===== src/rtl/conf_int_mac_pkg.sv =====
// Shared types, default widths and the saturation helper for the dot-product MAC sequencer.
package conf_int_mac_pkg;

    localparam int DEF_DATA_PATH_BITWIDTH = 16;
    localparam int DEF_LEN_BITWIDTH       = 8;

    typedef enum logic [1:0] {
        ST_IDLE = 2'd0,
        ST_RUN  = 2'd1,
        ST_DONE = 2'd2
    } state_e;

    // Largest unsigned value representable in w bits (w < 64).
    function automatic logic [63:0] sat_max(input int unsigned w);
        return (64'd1 << w) - 64'd1;
    endfunction

endpackage


===== src/rtl/conf_int_mac_dot_seq_if.sv =====
// Command, operand-stream and result handshakes between producer/consumer and the sequencer.
interface conf_int_mac_dot_seq_if
    import conf_int_mac_pkg::*;
#(
    parameter int DATA_PATH_BITWIDTH = DEF_DATA_PATH_BITWIDTH,
    parameter int LEN_BITWIDTH       = DEF_LEN_BITWIDTH
);
    logic                          start;
    logic [LEN_BITWIDTH-1:0]       len;
    logic [DATA_PATH_BITWIDTH-1:0] bias;
    logic                          busy;
    logic                          in_valid;
    logic                          in_ready;
    logic [DATA_PATH_BITWIDTH-1:0] a;
    logic [DATA_PATH_BITWIDTH-1:0] b;
    logic                          out_valid;
    logic                          out_ready;
    logic [DATA_PATH_BITWIDTH-1:0] d;
    logic [LEN_BITWIDTH-1:0]       count;
    logic                          ovf;

    modport master (
        output start, len, bias, in_valid, a, b, out_ready,
        input  busy, in_ready, out_valid, d, count, ovf
    );

    modport slave (
        input  start, len, bias, in_valid, a, b, out_ready,
        output busy, in_ready, out_valid, d, count, ovf
    );
endinterface


===== src/rtl/conf_int_mac_dot_dp.sv =====
// Combinational MAC step: next accumulator = acc + a*b at full width, plus overflow.
// CONF_INT_MAC_SAT_EN selects clamping at the max value instead of modular wrap.
module conf_int_mac_dot_dp
    import conf_int_mac_pkg::*;
#(
    parameter int DATA_PATH_BITWIDTH = DEF_DATA_PATH_BITWIDTH
) (
    input  logic [DATA_PATH_BITWIDTH-1:0] a_i,
    input  logic [DATA_PATH_BITWIDTH-1:0] b_i,
    input  logic [DATA_PATH_BITWIDTH-1:0] acc_i,
    output logic [DATA_PATH_BITWIDTH-1:0] acc_o,
    output logic                          ovf_o
);
    localparam int WIDE = 2 * DATA_PATH_BITWIDTH + 1;
    localparam logic [WIDE-1:0] MAX_WIDE = WIDE'(sat_max(DATA_PATH_BITWIDTH));

    logic [WIDE-1:0] prod;
    logic [WIDE-1:0] sum;

    assign prod  = WIDE'(a_i) * WIDE'(b_i);
    assign sum   = prod + WIDE'(acc_i);
    assign ovf_o = (sum > MAX_WIDE);

`ifdef CONF_INT_MAC_SAT_EN
    // Once clamped, further unsigned additions keep the sum above max, so it stays clamped.
    assign acc_o = ovf_o ? MAX_WIDE[DATA_PATH_BITWIDTH-1:0] : sum[DATA_PATH_BITWIDTH-1:0];
`else
    assign acc_o = sum[DATA_PATH_BITWIDTH-1:0];
`endif

endmodule


===== src/rtl/conf_int_mac_dot_seq.sv =====
// Dot-product sequencer: streams operand pairs into one MAC, feeding the accumulator back.
// Saturating vs wrapping accumulation is chosen by CONF_INT_MAC_SAT_EN in the datapath.
//
// state   | meaning
// --------+-----------------------------------------------------
// ST_IDLE | waiting for start; no handshakes offered
// ST_RUN  | accepting one operand pair per cycle until len pairs
// ST_DONE | result offered on out_valid until out_ready
module conf_int_mac_dot_seq
    import conf_int_mac_pkg::*;
#(
    parameter int DATA_PATH_BITWIDTH = DEF_DATA_PATH_BITWIDTH,
    parameter int LEN_BITWIDTH       = DEF_LEN_BITWIDTH
) (
    input  logic                         clk,
    input  logic                         rst,
    conf_int_mac_dot_seq_if.slave        bus
);
    localparam int DW = DATA_PATH_BITWIDTH;
    localparam int LW = LEN_BITWIDTH;

    state_e          state_q, state_d;
    logic [DW-1:0]   acc_q, acc_d;
    logic [LW-1:0]   count_q, count_d;
    logic [LW-1:0]   len_q, len_d;
    logic            ovf_q, ovf_d;
    logic [DW-1:0]   dp_acc;
    logic            dp_ovf;
    logic            in_ready;
    logic            out_valid;

    conf_int_mac_dot_dp #(
        .DATA_PATH_BITWIDTH(DW)
    ) u_dp (
        .a_i   (bus.a),
        .b_i   (bus.b),
        .acc_i (acc_q),
        .acc_o (dp_acc),
        .ovf_o (dp_ovf)
    );

    always_ff @(posedge clk) begin
        if (!rst) begin
            state_q <= ST_IDLE;
            acc_q   <= '0;
            count_q <= '0;
            len_q   <= '0;
            ovf_q   <= 1'b0;
        end else begin
            state_q <= state_d;
            acc_q   <= acc_d;
            count_q <= count_d;
            len_q   <= len_d;
            ovf_q   <= ovf_d;
        end
    end

    always_comb begin
        state_d   = state_q;
        acc_d     = acc_q;
        count_d   = count_q;
        len_d     = len_q;
        ovf_d     = ovf_q;
        in_ready  = 1'b0;
        out_valid = 1'b0;
        unique case (state_q)
            ST_IDLE: begin
                if (bus.start) begin
                    acc_d   = bus.bias;
                    ovf_d   = 1'b0;
                    count_d = '0;
                    if (bus.len != '0) begin
                        len_d   = bus.len;
                        state_d = ST_RUN;
                    end else begin
                        state_d = ST_DONE;
                    end
                end
            end
            ST_RUN: begin
                in_ready = 1'b1;
                if (bus.in_valid) begin
                    acc_d   = dp_acc;
                    ovf_d   = ovf_q | dp_ovf;
                    count_d = count_q + LW'(1);
                    if (count_q == len_q - LW'(1)) begin
                        state_d = ST_DONE;
                    end
                end
            end
            ST_DONE: begin
                out_valid = 1'b1;
                if (bus.out_ready) begin
                    state_d = ST_IDLE;
                end
            end
            default: state_d = ST_IDLE;
        endcase
    end

    assign bus.in_ready  = in_ready;
    assign bus.out_valid = out_valid;
    assign bus.busy      = (state_q != ST_IDLE);
    assign bus.d         = acc_q;
    assign bus.count     = count_q;
    assign bus.ovf       = ovf_q;

endmodule


===== src/flat_wrapper.sv =====
// flat-port wrapper written by rule: the top's interface ports become plain ports
module conf_int_mac_dot_seq_flat import conf_int_mac_pkg::*;
#(
    parameter int DATA_PATH_BITWIDTH = DEF_DATA_PATH_BITWIDTH,
    parameter int LEN_BITWIDTH       = DEF_LEN_BITWIDTH
)
  (clk, rst, bus_start, bus_len, bus_bias, bus_in_valid, bus_a, bus_b, bus_out_ready, bus_busy, bus_in_ready, bus_out_valid, bus_d, bus_count, bus_ovf);
  conf_int_mac_dot_seq_if #(.DATA_PATH_BITWIDTH(DATA_PATH_BITWIDTH), .LEN_BITWIDTH(LEN_BITWIDTH)) bus_i ();
  input  logic clk;
  input  logic rst;
  input wire logic [$bits(bus_i.start)-1:0] bus_start;
  input wire logic [$bits(bus_i.len)-1:0] bus_len;
  input wire logic [$bits(bus_i.bias)-1:0] bus_bias;
  input wire logic [$bits(bus_i.in_valid)-1:0] bus_in_valid;
  input wire logic [$bits(bus_i.a)-1:0] bus_a;
  input wire logic [$bits(bus_i.b)-1:0] bus_b;
  input wire logic [$bits(bus_i.out_ready)-1:0] bus_out_ready;
  output wire logic [$bits(bus_i.busy)-1:0] bus_busy;
  output wire logic [$bits(bus_i.in_ready)-1:0] bus_in_ready;
  output wire logic [$bits(bus_i.out_valid)-1:0] bus_out_valid;
  output wire logic [$bits(bus_i.d)-1:0] bus_d;
  output wire logic [$bits(bus_i.count)-1:0] bus_count;
  output wire logic [$bits(bus_i.ovf)-1:0] bus_ovf;
  assign bus_i.start = bus_start;
  assign bus_i.len = bus_len;
  assign bus_i.bias = bus_bias;
  assign bus_i.in_valid = bus_in_valid;
  assign bus_i.a = bus_a;
  assign bus_i.b = bus_b;
  assign bus_i.out_ready = bus_out_ready;
  assign bus_busy = bus_i.busy;
  assign bus_in_ready = bus_i.in_ready;
  assign bus_out_valid = bus_i.out_valid;
  assign bus_d = bus_i.d;
  assign bus_count = bus_i.count;
  assign bus_ovf = bus_i.ovf;
  conf_int_mac_dot_seq #(.DATA_PATH_BITWIDTH(DATA_PATH_BITWIDTH), .LEN_BITWIDTH(LEN_BITWIDTH)) u_core (.clk(clk), .rst(rst), .bus(bus_i));
endmodule

===== config.mk =====
export PLATFORM = sky130hd
export DESIGN_NAME = conf_int_mac_dot_seq_flat
export DESIGN_NICKNAME = d
export VERILOG_FILES = /design/src/rtl/conf_int_mac_pkg.sv /design/src/rtl/conf_int_mac_dot_seq_if.sv /design/src/rtl/conf_int_mac_dot_dp.sv /design/src/rtl/conf_int_mac_dot_seq.sv /design/src/flat_wrapper.sv
export SDC_FILE = /design/constraint.sdc
export NUM_CORES = 1
export LEC_CHECK = 0
export CAP_MARGIN = 20
export CORE_UTILIZATION = 25
export CTS_CLUSTER_SIZE = 10
export DETAILED_ROUTE_END_ITERATION = 6
export PLACE_DENSITY = 0.49
export SYNTH_ARGS = -nofsm -noshare
export SYNTH_HDL_FRONTEND = slang
export SYNTH_SLANG_ARGS = --single-unit

===== constraint.sdc =====
create_clock -name clk -period 8.7 [get_ports clk]
set_clock_uncertainty 0.1 [all_clocks]
set_input_delay 1.74 -clock clk [delete_from_list [all_inputs] [get_ports clk]]
set_output_delay 1.74 -clock clk [all_outputs]
set_load 0.1 [all_outputs]

; After elaboration in Yosys (flattened, before gate mapping)
; Index checks and enable logic that the tools add are counted.
[op_classes]
n_lt_le_gt_ge = 1
bitwise = 1
add_sub_neg = 3
mux = 17
mul = 1
n_reduce_logical = 7
eq_ne = 7
[op_table]
columns = cell, count
row1 = $add A32 B16 Y33, 1
row2 = $gt A33 B16 Y1 const B, 1
row3 = $mul A16 B16 Y32, 1
row4 = $mux W16, 2
row5 = $pmux W16 S2, 1
row6 = $mux W8, 2
row7 = $pmux W8 S2, 1
row8 = $mux W2, 5
row9 = $add A8 B1 Y8 const B, 1
row10 = $eq A8 B8 Y1, 1
row11 = $reduce_bool A8 Y1, 1
row12 = $sub A8 B1 Y8 const B, 1
row13 = $ne A2 B2 Y1 const B, 3
row14 = $pmux W2 S3, 1
row15 = $reduce_and A3 Y1, 2
row16 = $mux W1, 4
row17 = $reduce_and A4 Y1, 1
row18 = $reduce_bool A2 Y1, 2
row19 = $eq A2 B1 Y1 const B, 1
row20 = $eq A2 B2 Y1 const B, 1
row21 = $logic_not A2 Y1, 1
row22 = $ne A2 B1 Y1 const B, 1
row23 = $pmux W1 S2, 1
row24 = $or A1 B1 Y1, 1
[word_totals]
reg_bits = 35
elab_cells = 42
in_bits = 61
out_inout_bits = 28

; Depth between registers and ports, before layout
[depth]
depth_word = 6
ltp_mapped = 24
mapped_depth_nobuf = 23

; Hierarchy
; A second synthesis with hierarchy kept.
[hier_totals]
cells_unflattened = 1279
hier_area_um2 = 11036.8
[modules_own_cells]
columns = mod, cells_per_inst, n_inst, area_per_inst_um2, seq_area_each_um2
row1 = conf_int_mac_dot_dp, 1081, 1, 9176.3, 0.0
row2 = conf_int_mac_dot_seq, 198, 1, 1860.5, 700.7

; Worst setup path after synthesis
; Ideal clock, no wire load.
[synth_path]
path_type = input-to-reg
start = input port bus_b[15]
end = register u_core.ovf_q (netlist: u_core.bus.ovf)
required_ns = 8.464
path_stages = 22
setup_slack_ns = 1.120
path_buffers = 2
arrival_ns = 7.344
setup_time_ns = 0.136
path_cell_list = clkbuf_1 nand2_1 fa_1 fa_1 inv_1 fa_1 fa_1 fa_1 inv_1 fa_1 inv_1 ha_1 buf_2 nand4_1 o22a_1 or3_1 nand3_1 a21oi_1 o21ba_2 xnor2_1 a2111oi_2 a311oi_1
[synth_between]
elab_chain_len = 6
[synth_lines]
columns = item, line_no
row1 = start: declaration, flat_wrapper.sv:16  ; input wire logic [$bits(bus_i.b)-1:0] bus_b;
row2 = $mul A16 B16 Y32, conf_int_mac_dot_dp.sv:20  ; assign prod = WIDE'(a_i) * WIDE'(b_i);
row3 = $add A32 B16 Y33, conf_int_mac_dot_dp.sv:21  ; assign sum = prod + WIDE'(acc_i);
row4 = $gt A33 B16 Y1, conf_int_mac_dot_dp.sv:22  ; assign ovf_o = (sum > MAX_WIDE);
row5 = $or A1 B1 Y1, conf_int_mac_dot_seq.sv:84  ; ovf_d = ovf_q | dp_ovf;
row6 = $mux W1, conf_int_mac_dot_seq.sv:82  ; if (bus.in_valid) begin
row7 = $pmux W1 S2, conf_int_mac_dot_seq.sv:66  ; unique case (state_q)
row8 = end signal: assignment, conf_int_mac_dot_seq.sv:54  ; ovf_q <= ovf_d;
row9 = end: declaration, conf_int_mac_dot_seq.sv:26  ; logic ovf_q, ovf_d;
; No other way between the ends. The select of a mux whose other input is x is not followed.
; A chain may end at the register's enable or synchronous reset.

; Worst setup path in the final report
[layout_path]
start = input port bus_a[7]
end = register u_core.ovf_q (netlist: u_core.bus.ovf)
[layout_between]
elab_chain_len = 6
[layout_lines]
columns = item, line_no
row1 = start: declaration, flat_wrapper.sv:15  ; input wire logic [$bits(bus_i.a)-1:0] bus_a;
row2 = $mul A16 B16 Y32, conf_int_mac_dot_dp.sv:20
row3 = $add A32 B16 Y33, conf_int_mac_dot_dp.sv:21
row4 = $gt A33 B16 Y1, conf_int_mac_dot_dp.sv:22
row5 = $or A1 B1 Y1, conf_int_mac_dot_seq.sv:84
row6 = $mux W1, conf_int_mac_dot_seq.sv:82
row7 = $pmux W1 S2, conf_int_mac_dot_seq.sv:66
; No other way between the ends. The select of a mux whose other input is x is not followed.

==> impl_results.md <==
* Run status: finished, final reports clean
* RSZ-0062 raised after global routing: false
* WP data arrival at around 8.4 ns
* Layout cell share with drive strength beyond 1 at 0.04835
* Number of buffers created by CTS at 5
* Die Wd at 211.9 um
* Worst slew margin at 0.2857
* Clock root cell: clkbuf_16
* Max-slew violations at 0
* Fin crit share at 0.9576
* Critical path's top delay family: adder cells
* Filler cells at 4621
* TritonCTS clock tree: done
* Post-Route WL at just under 30 mm
* Register area at ~700 um2
* Clock slew at reported path FFs at roughly 0.060 ns
* Clock Path Buffers at 2
* Top Ports at around 90
* R2R setup slack at around 3.3 ns
* Req. time, crit path at 8.75 ns
* Worst Hold Class: reg -> reg
* Grt total ovfl at 0
* Antenna-violating nets left at 0
* Worst-Skew Late Latency at about 0.28 ns
* Worst-path maximum fanout at 7
* Total of warnings raised by yosys at 0
* Antenna fix cells at 0
* Final GP Congestion at 0.8293
* Final std cells w/o fill at roughly 2000
* Final setup margin at 0.3686 ns
* First-pass GRT wire length at 50.00 mm
* Core Rows at 76
* Sequential fraction of the synthesis area at 0.06360
* Netlist cell types at 70
* Largest net degree at the start of global routing at 30
* Number of remaining DRC errors at 0
* Hold Startpoint: u_core.bus.d[6]
* Most frequent cells in the layout: inv_1, fa_1, nand2_1, ha_1, and2_1
* Initial antenna violation count at 0
* Initial Util at 0.2546
* Vias in the first global route at 9182
* Post-DP HPWL at 26.14 mm
* Fmax at about 120 MHz
* Mean Syn Cell Area at 8.587 um2
* Commonest non-fill, non-tap cell in the layout: inv_1
* Post-CTS setup buffers at 0
* Crit path launch: bus_a[7]
* Crit-path cells: clkdlybuf4s50_1 -> buf_4 -> nand2_1 -> fa_1 -> inv_1 -> fa_1 -> fa_1 -> fa_1 -> fa_1 -> inv_1 -> fa_1 -> inv_1 -> ha_1 -> and3b_1 -> a2111oi_1 -> nand3_1 -> a311oi_1 -> o2111ai_1 -> nor4_2 -> nand4_1 -> a2111oi_2 -> a311oi_1
* Final Hold Viols at 0
* DP Worst Slack at 0.04740 ns
* Crit path kind: in -> reg
* Core Util, Final at 0.2980
* Setup_tns at 0 ns
* Area contributors post-synth: fa_1, ha_1, inv_1, nand2_1, dfxtp_1
* Min Tclk post-route at 8.331 ns
* Area leader, netlist: fa_1
* Post-Syn Area at between 10000 and 15000 um2
* Core area at 43270 um2
* Slowest cell on crit path: clkdlybuf4s50_1
* Synth Register Bits at 35
* Crit. End Element: flop
* Post-synth top flop: dfxtp_1
* Async S/R FF share, synth at 0
* Max_cap viols at 0
* Initial DRC Count at ~450
* Wire length per cell at roughly 15 um
* Port Buf Inserts at between 80 and 90
* Slew @ Worst Pin at around 1.1 ns
* Multi-input logic area at about 9100 um2
* Top-area cell type share of the netlist area at 0.3834
* Finish-stage setup viols at 0
* Crit path top cell by count: fa_1
* R2R Path Start: u_core.bus.d[10]
* CP max stage delay at 0.68 ns
* Die H at between 200 and 250 um
* Startpoint Class: input pin
* Area of the die at ~45000 um2
* Synthesized Nets at about 1700
* Post-DR vias/cell at 4.404
* Clock sink count at 35
* Routed via count at 8588
* Post-synth EDFFs at 0
* H-tree lvl count at 2
* DP Cell Count at 1943
* Syn-to-layout area delta at 17.05%
* Synth Instances at about 1300
* Overall routing resource usage at 0.1393
* DR pass1 iterations at 5
* Fin nets at roughly 1700
* CP bufs+invs at 5
-- layer usage --
| layer | part of all wire | global-route usage | vias to the layer above |
|---|---|---|---|
| met5 | 0 | 0 | - |
| met1 | 0.46 | 0.1890 | 4314 |
| met4 | 0.015 | 0.02249 | 0 |
| li1 | - | - | 4122 |
| met2 | 0.49 | 0.2427 | 132 |
| met3 | 0.028 | 0.01216 | 20 |
-- layout make-up --
class,instances,share of cell area
clock buffers,6,0.01077
clock inverters,1,0.0003881
inverters,276,0.08034
multi-input cells,916,0.7029
flip-flops and latches,35,0.05434
well taps,585,0.05676
repair buffers,131,0.09451
-- what timing repair did --
action | 4_1_cts | 5_1_grt
hold buffers | 0 | 0
setup endpoints to repair | 0 | 1
gates resized for setup | 0 | 1
-- tightest hold or removal path: stages, from the launching register on --
cell and delay (ns):
dfxtp_1 0.31, nand2_1 0.05, a21boi_0 0.06
-- Yosys cell counts, types with 3 or more instances --
cell       count
inv_1        274
fa_1         211
nand2_1      192
ha_1         112
and2_1       108
clkbuf_1      49
dfxtp_1       35
nor2_1        30
a21oi_1       26
xnor2_1       23
nand3_1       19
o21ai_0       17
nor2b_1       16
xor2_1        14
a21boi_0      12
a21o_1        12
mux2i_1       11
o221ai_1      11
nand4_1        9
a31oi_1        7
nor4_1         7
a211oi_1       5
o211a_1        5
o21bai_1       5
buf_2          4
o21a_1         4
a2111oi_0      3
a311oi_1       3
nand2b_1       3
o211ai_1       3
o31ai_1        3
-- path summary, 6_finish.rpt --
kind | cells past startpoint | endpoint
max reg2reg | 18 | u_core.bus.ovf
max | 22 | u_core.bus.ovf
min reg2reg | 2 | u_core.bus.d[6]
min | 2 | u_core.bus.d[6]
-- flip-flops by register name (all words and copies together), names as in the netlist --
register / cells
u_core.bus.d: 16
u_core.bus.count: 8
u_core.len_q: 8
u_core.bus.ovf: 1
u_core.state_q: 2
-- logic make-up (layout without fill, tap and decap cells) --
logic type | after synthesis | count (layout) | share of synthesized area
simple gates | 403 | 403 | 0.1783
compound gates | 141 | 141 | 0.09336
buf+inv | 332 | 414 | 0.1137
fa+ha+maj | 323 | 323 | 0.5106
mux | 12 | 12 | 0.01102
flops | 35 | 35 | 0.06360
xor+xnor | 37 | 37 | 0.02942
-- through the flow --
stage                     area, um2  hold slack, ns
after floorplan               11020          0.3997
final                         12890          0.3798
after CTS                     12890          0.3833
after global placement        12750          0.3729
after global routing          12890          0.4060
after detailed placement      12750          0.3757
Power is left out: the tool's default activity adds up to more than one toggle a clock period on the data nets, which glitch-free logic cannot reach.
